--- src/rtl/stack_pkg.sv ---
// Shared encodings and defaults for the stack operation sequencer.
package stack_pkg;

    localparam logic [31:0] DEF_STACK_BASE  = 32'd900;
    localparam logic [31:0] DEF_STACK_LIMIT = 32'd772;

    typedef enum logic [2:0] {
        OP_NONE = 3'd0,
        OP_PUSH = 3'd1,
        OP_POP  = 3'd2,
        OP_CALL = 3'd3,
        OP_RET  = 3'd4,
        OP_INT  = 3'd5,
        OP_RTI  = 3'd6
    } op_t;

    typedef enum logic [1:0] {
        KIND_DATA  = 2'd0,
        KIND_PC    = 2'd1,
        KIND_FLAGS = 2'd2
    } pop_kind_t;

    typedef enum logic [1:0] {
        IDLE = 2'd0,
        INT2 = 2'd1,
        RTI2 = 2'd2
    } state_t;

endpackage

--- src/rtl/stack_ctrl_if.sv ---
// Core-side op request and stack data-memory bus of stack_ctrl.
interface stack_ctrl_if;
    logic        op_valid;
    logic [2:0]  op;
    logic [31:0] sp;
    logic [31:0] push_data;
    logic [31:0] pc_ret;
    logic [31:0] flags;
    logic [31:0] mem_rdata;
    logic [31:0] sp_next;
    logic [31:0] mem_addr;
    logic        mem_we;
    logic        mem_re;
    logic [31:0] mem_wdata;
    logic [31:0] pop_data;
    logic [1:0]  pop_kind;
    logic        pop_valid;
    logic        stall;
    logic        fault;

    modport slave (
        input  op_valid, op, sp, push_data, pc_ret, flags, mem_rdata,
        output sp_next, mem_addr, mem_we, mem_re, mem_wdata,
               pop_data, pop_kind, pop_valid, stall, fault
    );

    modport master (
        output op_valid, op, sp, push_data, pc_ret, flags, mem_rdata,
        input  sp_next, mem_addr, mem_we, mem_re, mem_wdata,
               pop_data, pop_kind, pop_valid, stall, fault
    );
endinterface

--- src/rtl/stack_ctrl.sv ---
// Stack op sequencer: decodes PUSH/POP/CALL/RET/INT/RTI into memory accesses
// and the next SP value; INT/RTI run as two-word sequences with bounds checks.
module stack_ctrl
    import stack_pkg::*;
#(
    parameter logic [31:0] STACK_BASE  = DEF_STACK_BASE,
    parameter logic [31:0] STACK_LIMIT = DEF_STACK_LIMIT
) (
    input  logic         clk,
    input  logic         rst,
    stack_ctrl_if.slave  bus
);

    state_t state, state_nx;

    always_ff @(posedge clk) begin
        if (rst) state <= IDLE;
        else     state <= state_nx;
    end

    always_comb begin
        state_nx      = state;
        bus.sp_next   = bus.sp;
        bus.mem_addr  = '0;
        bus.mem_we    = 1'b0;
        bus.mem_re    = 1'b0;
        bus.mem_wdata = '0;
        bus.pop_data  = '0;
        bus.pop_kind  = KIND_DATA;
        bus.pop_valid = 1'b0;
        bus.stall     = 1'b0;
        bus.fault     = 1'b0;

        if (rst) begin
            state_nx    = IDLE;
            bus.sp_next = STACK_BASE;
        end else begin
            unique case (state)
                IDLE: begin
                    if (bus.op_valid) begin
                        case (bus.op)
                            OP_PUSH, OP_CALL: begin
                                if (bus.sp <= STACK_LIMIT) begin
                                    bus.fault = 1'b1;
                                end else begin
                                    bus.mem_we    = 1'b1;
                                    bus.mem_addr  = bus.sp;
                                    bus.mem_wdata = (bus.op == OP_PUSH) ? bus.push_data : bus.pc_ret;
                                    bus.sp_next   = bus.sp - 32'd1;
                                end
                            end
                            OP_INT: begin
                                // Both words are checked up front so the pair is refused atomically.
                                if (bus.sp < STACK_LIMIT + 32'd2) begin
                                    bus.fault = 1'b1;
                                end else begin
                                    bus.mem_we    = 1'b1;
                                    bus.mem_addr  = bus.sp;
                                    bus.mem_wdata = bus.pc_ret;
                                    bus.sp_next   = bus.sp - 32'd1;
                                    bus.stall     = 1'b1;
                                    state_nx      = INT2;
                                end
                            end
                            OP_POP, OP_RET: begin
                                if (bus.sp >= STACK_BASE) begin
                                    bus.fault = 1'b1;
                                end else begin
                                    bus.mem_re    = 1'b1;
                                    bus.mem_addr  = bus.sp + 32'd1;
                                    bus.pop_data  = bus.mem_rdata;
                                    bus.pop_kind  = (bus.op == OP_POP) ? KIND_DATA : KIND_PC;
                                    bus.pop_valid = 1'b1;
                                    bus.sp_next   = bus.sp + 32'd1;
                                end
                            end
                            OP_RTI: begin
                                if (bus.sp > STACK_BASE - 32'd2) begin
                                    bus.fault = 1'b1;
                                end else begin
                                    bus.mem_re    = 1'b1;
                                    bus.mem_addr  = bus.sp + 32'd1;
                                    bus.pop_data  = bus.mem_rdata;
                                    bus.pop_kind  = KIND_FLAGS;
                                    bus.pop_valid = 1'b1;
                                    bus.sp_next   = bus.sp + 32'd1;
                                    bus.stall     = 1'b1;
                                    state_nx      = RTI2;
                                end
                            end
                            default: ;
                        endcase
                    end
                end
                INT2: begin
                    bus.mem_we    = 1'b1;
                    bus.mem_addr  = bus.sp;
                    bus.mem_wdata = bus.flags;
                    bus.sp_next   = bus.sp - 32'd1;
                    state_nx      = IDLE;
                end
                RTI2: begin
                    bus.mem_re    = 1'b1;
                    bus.mem_addr  = bus.sp + 32'd1;
                    bus.pop_data  = bus.mem_rdata;
                    bus.pop_kind  = KIND_PC;
                    bus.pop_valid = 1'b1;
                    bus.sp_next   = bus.sp + 32'd1;
                    state_nx      = IDLE;
                end
                default: state_nx = IDLE;
            endcase
        end
    end

endmodule

--- src/flat_wrapper.sv ---
// flat-port wrapper written by rule: the top's interface ports become plain ports
module stack_ctrl_flat import stack_pkg::*;
#(
    parameter logic [31:0] STACK_BASE  = DEF_STACK_BASE,
    parameter logic [31:0] STACK_LIMIT = DEF_STACK_LIMIT
)
  (clk, rst, bus_op_valid, bus_op, bus_sp, bus_push_data, bus_pc_ret, bus_flags, bus_mem_rdata, bus_sp_next, bus_mem_addr, bus_mem_we, bus_mem_re, bus_mem_wdata, bus_pop_data, bus_pop_kind, bus_pop_valid, bus_stall, bus_fault);
  stack_ctrl_if bus_i ();
  input  logic clk;
  input  logic rst;
  input wire logic [$bits(bus_i.op_valid)-1:0] bus_op_valid;
  input wire logic [$bits(bus_i.op)-1:0] bus_op;
  input wire logic [$bits(bus_i.sp)-1:0] bus_sp;
  input wire logic [$bits(bus_i.push_data)-1:0] bus_push_data;
  input wire logic [$bits(bus_i.pc_ret)-1:0] bus_pc_ret;
  input wire logic [$bits(bus_i.flags)-1:0] bus_flags;
  input wire logic [$bits(bus_i.mem_rdata)-1:0] bus_mem_rdata;
  output wire logic [$bits(bus_i.sp_next)-1:0] bus_sp_next;
  output wire logic [$bits(bus_i.mem_addr)-1:0] bus_mem_addr;
  output wire logic [$bits(bus_i.mem_we)-1:0] bus_mem_we;
  output wire logic [$bits(bus_i.mem_re)-1:0] bus_mem_re;
  output wire logic [$bits(bus_i.mem_wdata)-1:0] bus_mem_wdata;
  output wire logic [$bits(bus_i.pop_data)-1:0] bus_pop_data;
  output wire logic [$bits(bus_i.pop_kind)-1:0] bus_pop_kind;
  output wire logic [$bits(bus_i.pop_valid)-1:0] bus_pop_valid;
  output wire logic [$bits(bus_i.stall)-1:0] bus_stall;
  output wire logic [$bits(bus_i.fault)-1:0] bus_fault;
  assign bus_i.op_valid = bus_op_valid;
  assign bus_i.op = bus_op;
  assign bus_i.sp = bus_sp;
  assign bus_i.push_data = bus_push_data;
  assign bus_i.pc_ret = bus_pc_ret;
  assign bus_i.flags = bus_flags;
  assign bus_i.mem_rdata = bus_mem_rdata;
  assign bus_sp_next = bus_i.sp_next;
  assign bus_mem_addr = bus_i.mem_addr;
  assign bus_mem_we = bus_i.mem_we;
  assign bus_mem_re = bus_i.mem_re;
  assign bus_mem_wdata = bus_i.mem_wdata;
  assign bus_pop_data = bus_i.pop_data;
  assign bus_pop_kind = bus_i.pop_kind;
  assign bus_pop_valid = bus_i.pop_valid;
  assign bus_stall = bus_i.stall;
  assign bus_fault = bus_i.fault;
  stack_ctrl #(.STACK_BASE(STACK_BASE), .STACK_LIMIT(STACK_LIMIT)) u_core (.clk(clk), .rst(rst), .bus(bus_i));
endmodule
--- config.mk ---
export PLATFORM = sky130hd
export DESIGN_NAME = stack_ctrl_flat
export DESIGN_NICKNAME = d
export VERILOG_FILES = /design/src/rtl/stack_pkg.sv /design/src/rtl/stack_ctrl_if.sv /design/src/rtl/stack_ctrl.sv /design/src/flat_wrapper.sv
export SDC_FILE = /design/constraint.sdc
export NUM_CORES = 1
export LEC_CHECK = 0
export ABC_CLOCK_PERIOD_IN_PS = 7000
export CELL_PAD_IN_SITES_DETAIL_PLACEMENT = 1
export CELL_PAD_IN_SITES_GLOBAL_PLACEMENT = 1
export CORE_AREA = 3 3 140 142
export DETAILED_ROUTE_END_ITERATION = 6
export DIE_AREA = 0 0 143 145
export MAX_ROUTING_LAYER = met4
export PLACE_DENSITY_LB_ADDON = 0.1
export RECOVER_POWER = 25
export SYNTH_ARGS = -nofsm -noshare
export SYNTH_HDL_FRONTEND = slang
export SYNTH_SLANG_ARGS = --single-unit
export TNS_END_PERCENT = 100
--- constraint.sdc ---
create_clock -name clk -period 7 [get_ports clk]
set_clock_uncertainty 0.05 [all_clocks]
set_input_delay 1.4 -clock clk [delete_from_list [all_inputs] [get_ports clk]]
set_output_delay 1.4 -clock clk [all_outputs]
set_load 0.01 [all_outputs]
# == Yosys cells after proc, flatten, opt, wreduce, memory -nomap -nowiden ==
# Cells that the tools add are included.
# W data, S select, Z words.
# word_totals
regBits,2
inputBits,166
output_inout_bits,135
elab_cells,87
# classes
addsub,2
n_lt_le_gt_ge,4
n_eq_ne,10
mux,63
bitwise,1
n_reduce_logical,6
# op_table
cell,n
$mux W32,21
$pmux W32 S2,4
$pmux W32 S4,2
$pmux W32 S3,2
$add A32 B1 Y32 const B,1
$ge A32 B10 Y1 const B,1
$gt A32 B10 Y1 const B,1
$le A32 B10 Y1 const B,1
$lt A32 B10 Y1 const B,1
$sub A32 B1 Y32 const B,1
$mux W1,19
$mux W2,6
$pmux W2 S2,3
$pmux W1 S2,5
$eq A3 B3 Y1 const B,3
$eq A3 B2 Y1 const B,2
$reduce_or A2 Y1,3
$ne A2 B2 Y1 const B,2
$pmux W1 S4,1
$reduce_and A4 Y1,1
$eq A3 B1 Y1 const B,1
$eq A2 B1 Y1 const B,1
$eq A2 B2 Y1 const B,1
$logic_not A2 Y1,1
2 further kinds,2

# == Longest topological paths before layout ==
# depth
depth_word,7
mapped_depth,13
mapped_depth_nobuf,12

# == Worst setup path before layout ==
# Ideal clock, no wire load.
# synth_path
path_kind,input-to-output
start,input port bus_sp[0]
end,output port bus_sp_next[30]
arrival_time_ps,4415
required_ps,5550
setup_slack_ps,1135
stages,10
path_buffers,1
path_cell_list,clkbuf_1 > inv_1 > ha_1 > or4b_1 > or4b_1 > or3_1 > or3_1 > or4_1 > a21oi_1 > a311o_1
# synth_between
elab_chain_cells,6
word_cells_on_any_way,14
cone_classes,add/sub: 2; order compare: 4; mux: 8
# synth_rtl
element,line_no,text
start: declaration,flat_wrapper.sv:13,input wire logic [$bits(bus_i.sp)-1:0] bus_sp;
$add A32 B1 Y32 (tied with other cells),"stack_ctrl.sv:74, stack_ctrl.sv:86, stack_ctrl.sv:108",
$mux W32 (on tied branches),-,
$pmux W32 S4,stack_ctrl.sv:41,case (bus.op)
$mux W32,stack_ctrl.sv:40,if (bus.op_valid) begin
$pmux W32 S3 (*),stack_ctrl.sv:38,unique case (state)
$mux W32 (*),stack_ctrl.sv:34,if (rst) begin
end: declaration,flat_wrapper.sv:18,output wire logic [$bits(bus_i.sp_next)-1:0] bus_sp_next;
# Every way passes the cells marked *; elsewhere a longest branch is shown, timed or not.

# == Final worst setup path ==
# Ends and elaborated chain as after synthesis.

==> flow_summary.toml <==
[cells_and_area]
regMostFlops = "u_core.state"
syn_to_final_growth_pct = 83.59
nets = 1178
drive_gt1_share_pct = 7.577
fillCellCount = 2375
largest_register_ffs = 2
layoutNonFillerInstCount = 1240
largestRegisters = "u_core.state x2"

[floorplan]
io-pin-count = 301
die_y_um = 145
rows = 50
core_um2 = 18580
start_util_pct = 22.86
die_area_um2 = 20740
die_x_um = 143

[sta]
min_period_ps = 6793
setup_viol = 0
slew_headroom_pct = 41.89
worst_slew_pin_slew_ps = 868.5
slew_viol_final = 0
hold_violations = 0
fmax_mhz = 147.2
fin_crit_sh_pct = 97.04
rsz0062_at_grt = "no"
setup-tns-final_ps = 0

[synth]
synth_edf_count = 0
syn-num-nets = 890
ys.flop_type = "dfxtp_1"
synth.distinct_cells = 66
synth.avg_cell_area_um2 = 5.924
syn_area_um2 = 4248
ys_warn_count = 0
ys_seq_area_share_pct = 0.9426
yosys_register_bits = 2
syn_inst = 717
ys_async_sr_fraction_pct = 0

[worst_hold_path]
hp-class = "reg2reg"
hold_end = "u_core.state[1]$_SDFFE_PP0P_"
min_from = "u_core.state[0]$_SDFFE_PP0P_"
hold_depth = 4

[power_and_ir_drop]
p_int_mw = 0.2714
p_per_area_nw_per_um2 = 57.21
clkPwrFrac_pct = 19.2
peakVddDrop_mv = 0.06279
swShare_pct = 39.17
p_leak_nw = 3.084
pwr-share-seq_pct = 2.6
combPwrFrac_pct = 78.2
switching_power_mw = 0.1748

[cts]
clkSinkCount = 2
clock_latency_ps = 220
h-tree-depth = 1
clockBufferDepth = 2
clk_pin_slew_ps = 30
cts-buffers-inserted = 3
post_cts_buffers = 0
holdBufCountCts = 0
cts_tree = "yes"
cts_resized = 0
cts-root-buf = "clkbuf_16"

[critical_path]
reg2reg_slack_ps = 5360
path_cells = "clkdlybuf4s50_1, inv_1, ha_1, or4b_1, or4b_1, or3_1, or3_1, or4_1, a21oi_1, a311o_1, clkdlybuf4s50_1"
worstReg2RegStart = "u_core.state[1]$_SDFFE_PP0P_"
endpoint_kind = "output pin"
reg2reg_depth = 3
path_buf_inv = 3
cp_slowest_stage_delay_ps = 610
slowest_stage = "or4b_1"
cp_num_cells = 11
path_class = "in2out"
cpLargestDelayFamily = "simple AND/OR/NAND/NOR gates"
cp_data_required_time_ps = 5550
r2r-end = "u_core.state[0]$_SDFFE_PP0P_"
startpoint_type = "input port"
cp.arrival_ps = 5340
critical_path.max_fanout = 5

[placed_design]
hpwlAfterDp_um = 20770
gp_congestion = 0.8589
dp_cells = 1234
portBuffers = 300

[routing]
drc = 0
post_drt_wl_per_cell_um = 21.27
first_iter_violations = 429
final_antenna_net_count = 0
num_vias = 6854
first_pass_iters = 5
viasPerCell = 5.527
wirelength_um = 26380

[global_route]
grt_pass1_wl_um = 40520
overflow = 0
grt_pass1_vias = 7104
grtUsageTotal_pct = 24.89
grt_max_degree = 34
antenna_found_initial = 3

[flow_run]
max-cap-violations = 0

[run_status]
status = "completed"
-- layer usage --
metal / vias to the layer above / part of all wire [%] / GRT usage, %
li1: 3266 / - / -
met1: 3260 / 43 / 31.17
met2: 286 / 49 / 41.96
met3: 42 / 5.8 / 2.999
met4: 0 / 2.5 / 6.939
met5: - / 0 / -
-- layout by cell type (no fill, tap or decap), types with 6 or more instances in the layout --
cell type and instances:
a211oi_1 18, a21o_1 35, a21oi_1 54, a221oi_1 6, a22o_1 33, a22oi_1 8, a31oi_1 13, and2_1 33
and3_1 6, buf_4 58, clkdlybuf4s50_1 269, dlygate4sd3_1 31, ha_1 7, inv_1 16, nand2_1 64, nand3_1 32
nand4_1 15, nor2_1 59, nor3_1 38, nor4_1 11, o211ai_1 7, o21ai_0 44, o22ai_1 10, or3_1 20
or4_1 7, xnor2_1 18, xor2_1 9
-- per-stage QoR --
step                cell area, um2  setup WS (ps)  utilization, %  hold slack, ps  total power, mW
floorplan                     4248           1135               -           576.1           0.1511
global placement              7729          274.3           41.60            1120           0.3611
global route                  7799          80.83           41.97            1220           0.4762
CTS                           7804          215.4           42.00            1147           0.4508
finish                        7799          206.9           41.97            1136           0.4461
detailed placement            7729          215.9           41.60            1141           0.3623
-- synth_stat cells, types with 16 or more instances --
master	number	area share, %
xnor2_1	18	3.7
nor3_1	38	4.5
a21oi_1	54	6.4
clkbuf_1	72	6.4
a22o_1	33	6.8
o21ai_0	44	5.2
nand2_1	64	5.7
a21o_1	35	6.2
nand3_1	32	3.8
a211oi_1	18	3.2
and2_1	33	4.9
or3_1	20	2.9
nor2_1	60	5.3
inv_1	16	1.4
-- cell families (layout without fill, tap and decap cells) --
family	count (synthesis)	after routing	share of synthesized area, %
muxes	1	1	0.2357
other	0	3	0
adders and majority gates	7	7	2.062
and+or+nand+nor	317	317	39.06
buffers and inverters	96	382	9.043
AOI/OAI and AO/OA	267	267	43.09
xor gates and xnor gates	27	27	5.567
DFF	2	2	0.9426
-- worst max-delay path by stage --
stage	endpoint	slack, ps	startpoint
2_1_floorplan	bus_sp_next[30]	1130	bus_sp[0]
3_3_place_gp	bus_sp_next[30]	270	bus_sp[0]
3_5_place_dp	bus_sp_next[30]	220	bus_sp[0]
4_1_cts	bus_sp_next[30]	220	bus_sp[0]
5_1_grt	bus_sp_next[30]	80	bus_sp[0]
6_report	bus_sp_next[30]	210	bus_sp[0]
-- final cells by class --
cell class,instances,area [um2],share of cell area (%)
flip-flops and latches,2,40.04,0.5134
diodes,3,7.507,0.09626
well taps,234,292.8,3.754
repair buffers,362,3487,44.71
clock buffers,3,75.07,0.9626
multi-input cells,619,3832,49.14
inverters,17,63.81,0.8182
-- worst min-delay path: cells and delay by family, from the launching register on --
family	cells	cell delay, ps
and+or+nand+nor	3	460
buffers and inverters	1	330
DFF	1	320
-- power groups by stage --
stage | combinational [mW] | sequential [mW] | clock (mW)
after detailed placement | 0.350 | 0.0118 | 0
after floorplan | 0.139 | 0.0118 | 0
after CTS | 0.352 | 0.0116 | 0.0870
after global placement | 0.349 | 0.0118 | 0
after global routing | 0.376 | 0.0117 | 0.0887
final | 0.349 | 0.0116 | 0.0854
Power figures use the tool's default switching activity.
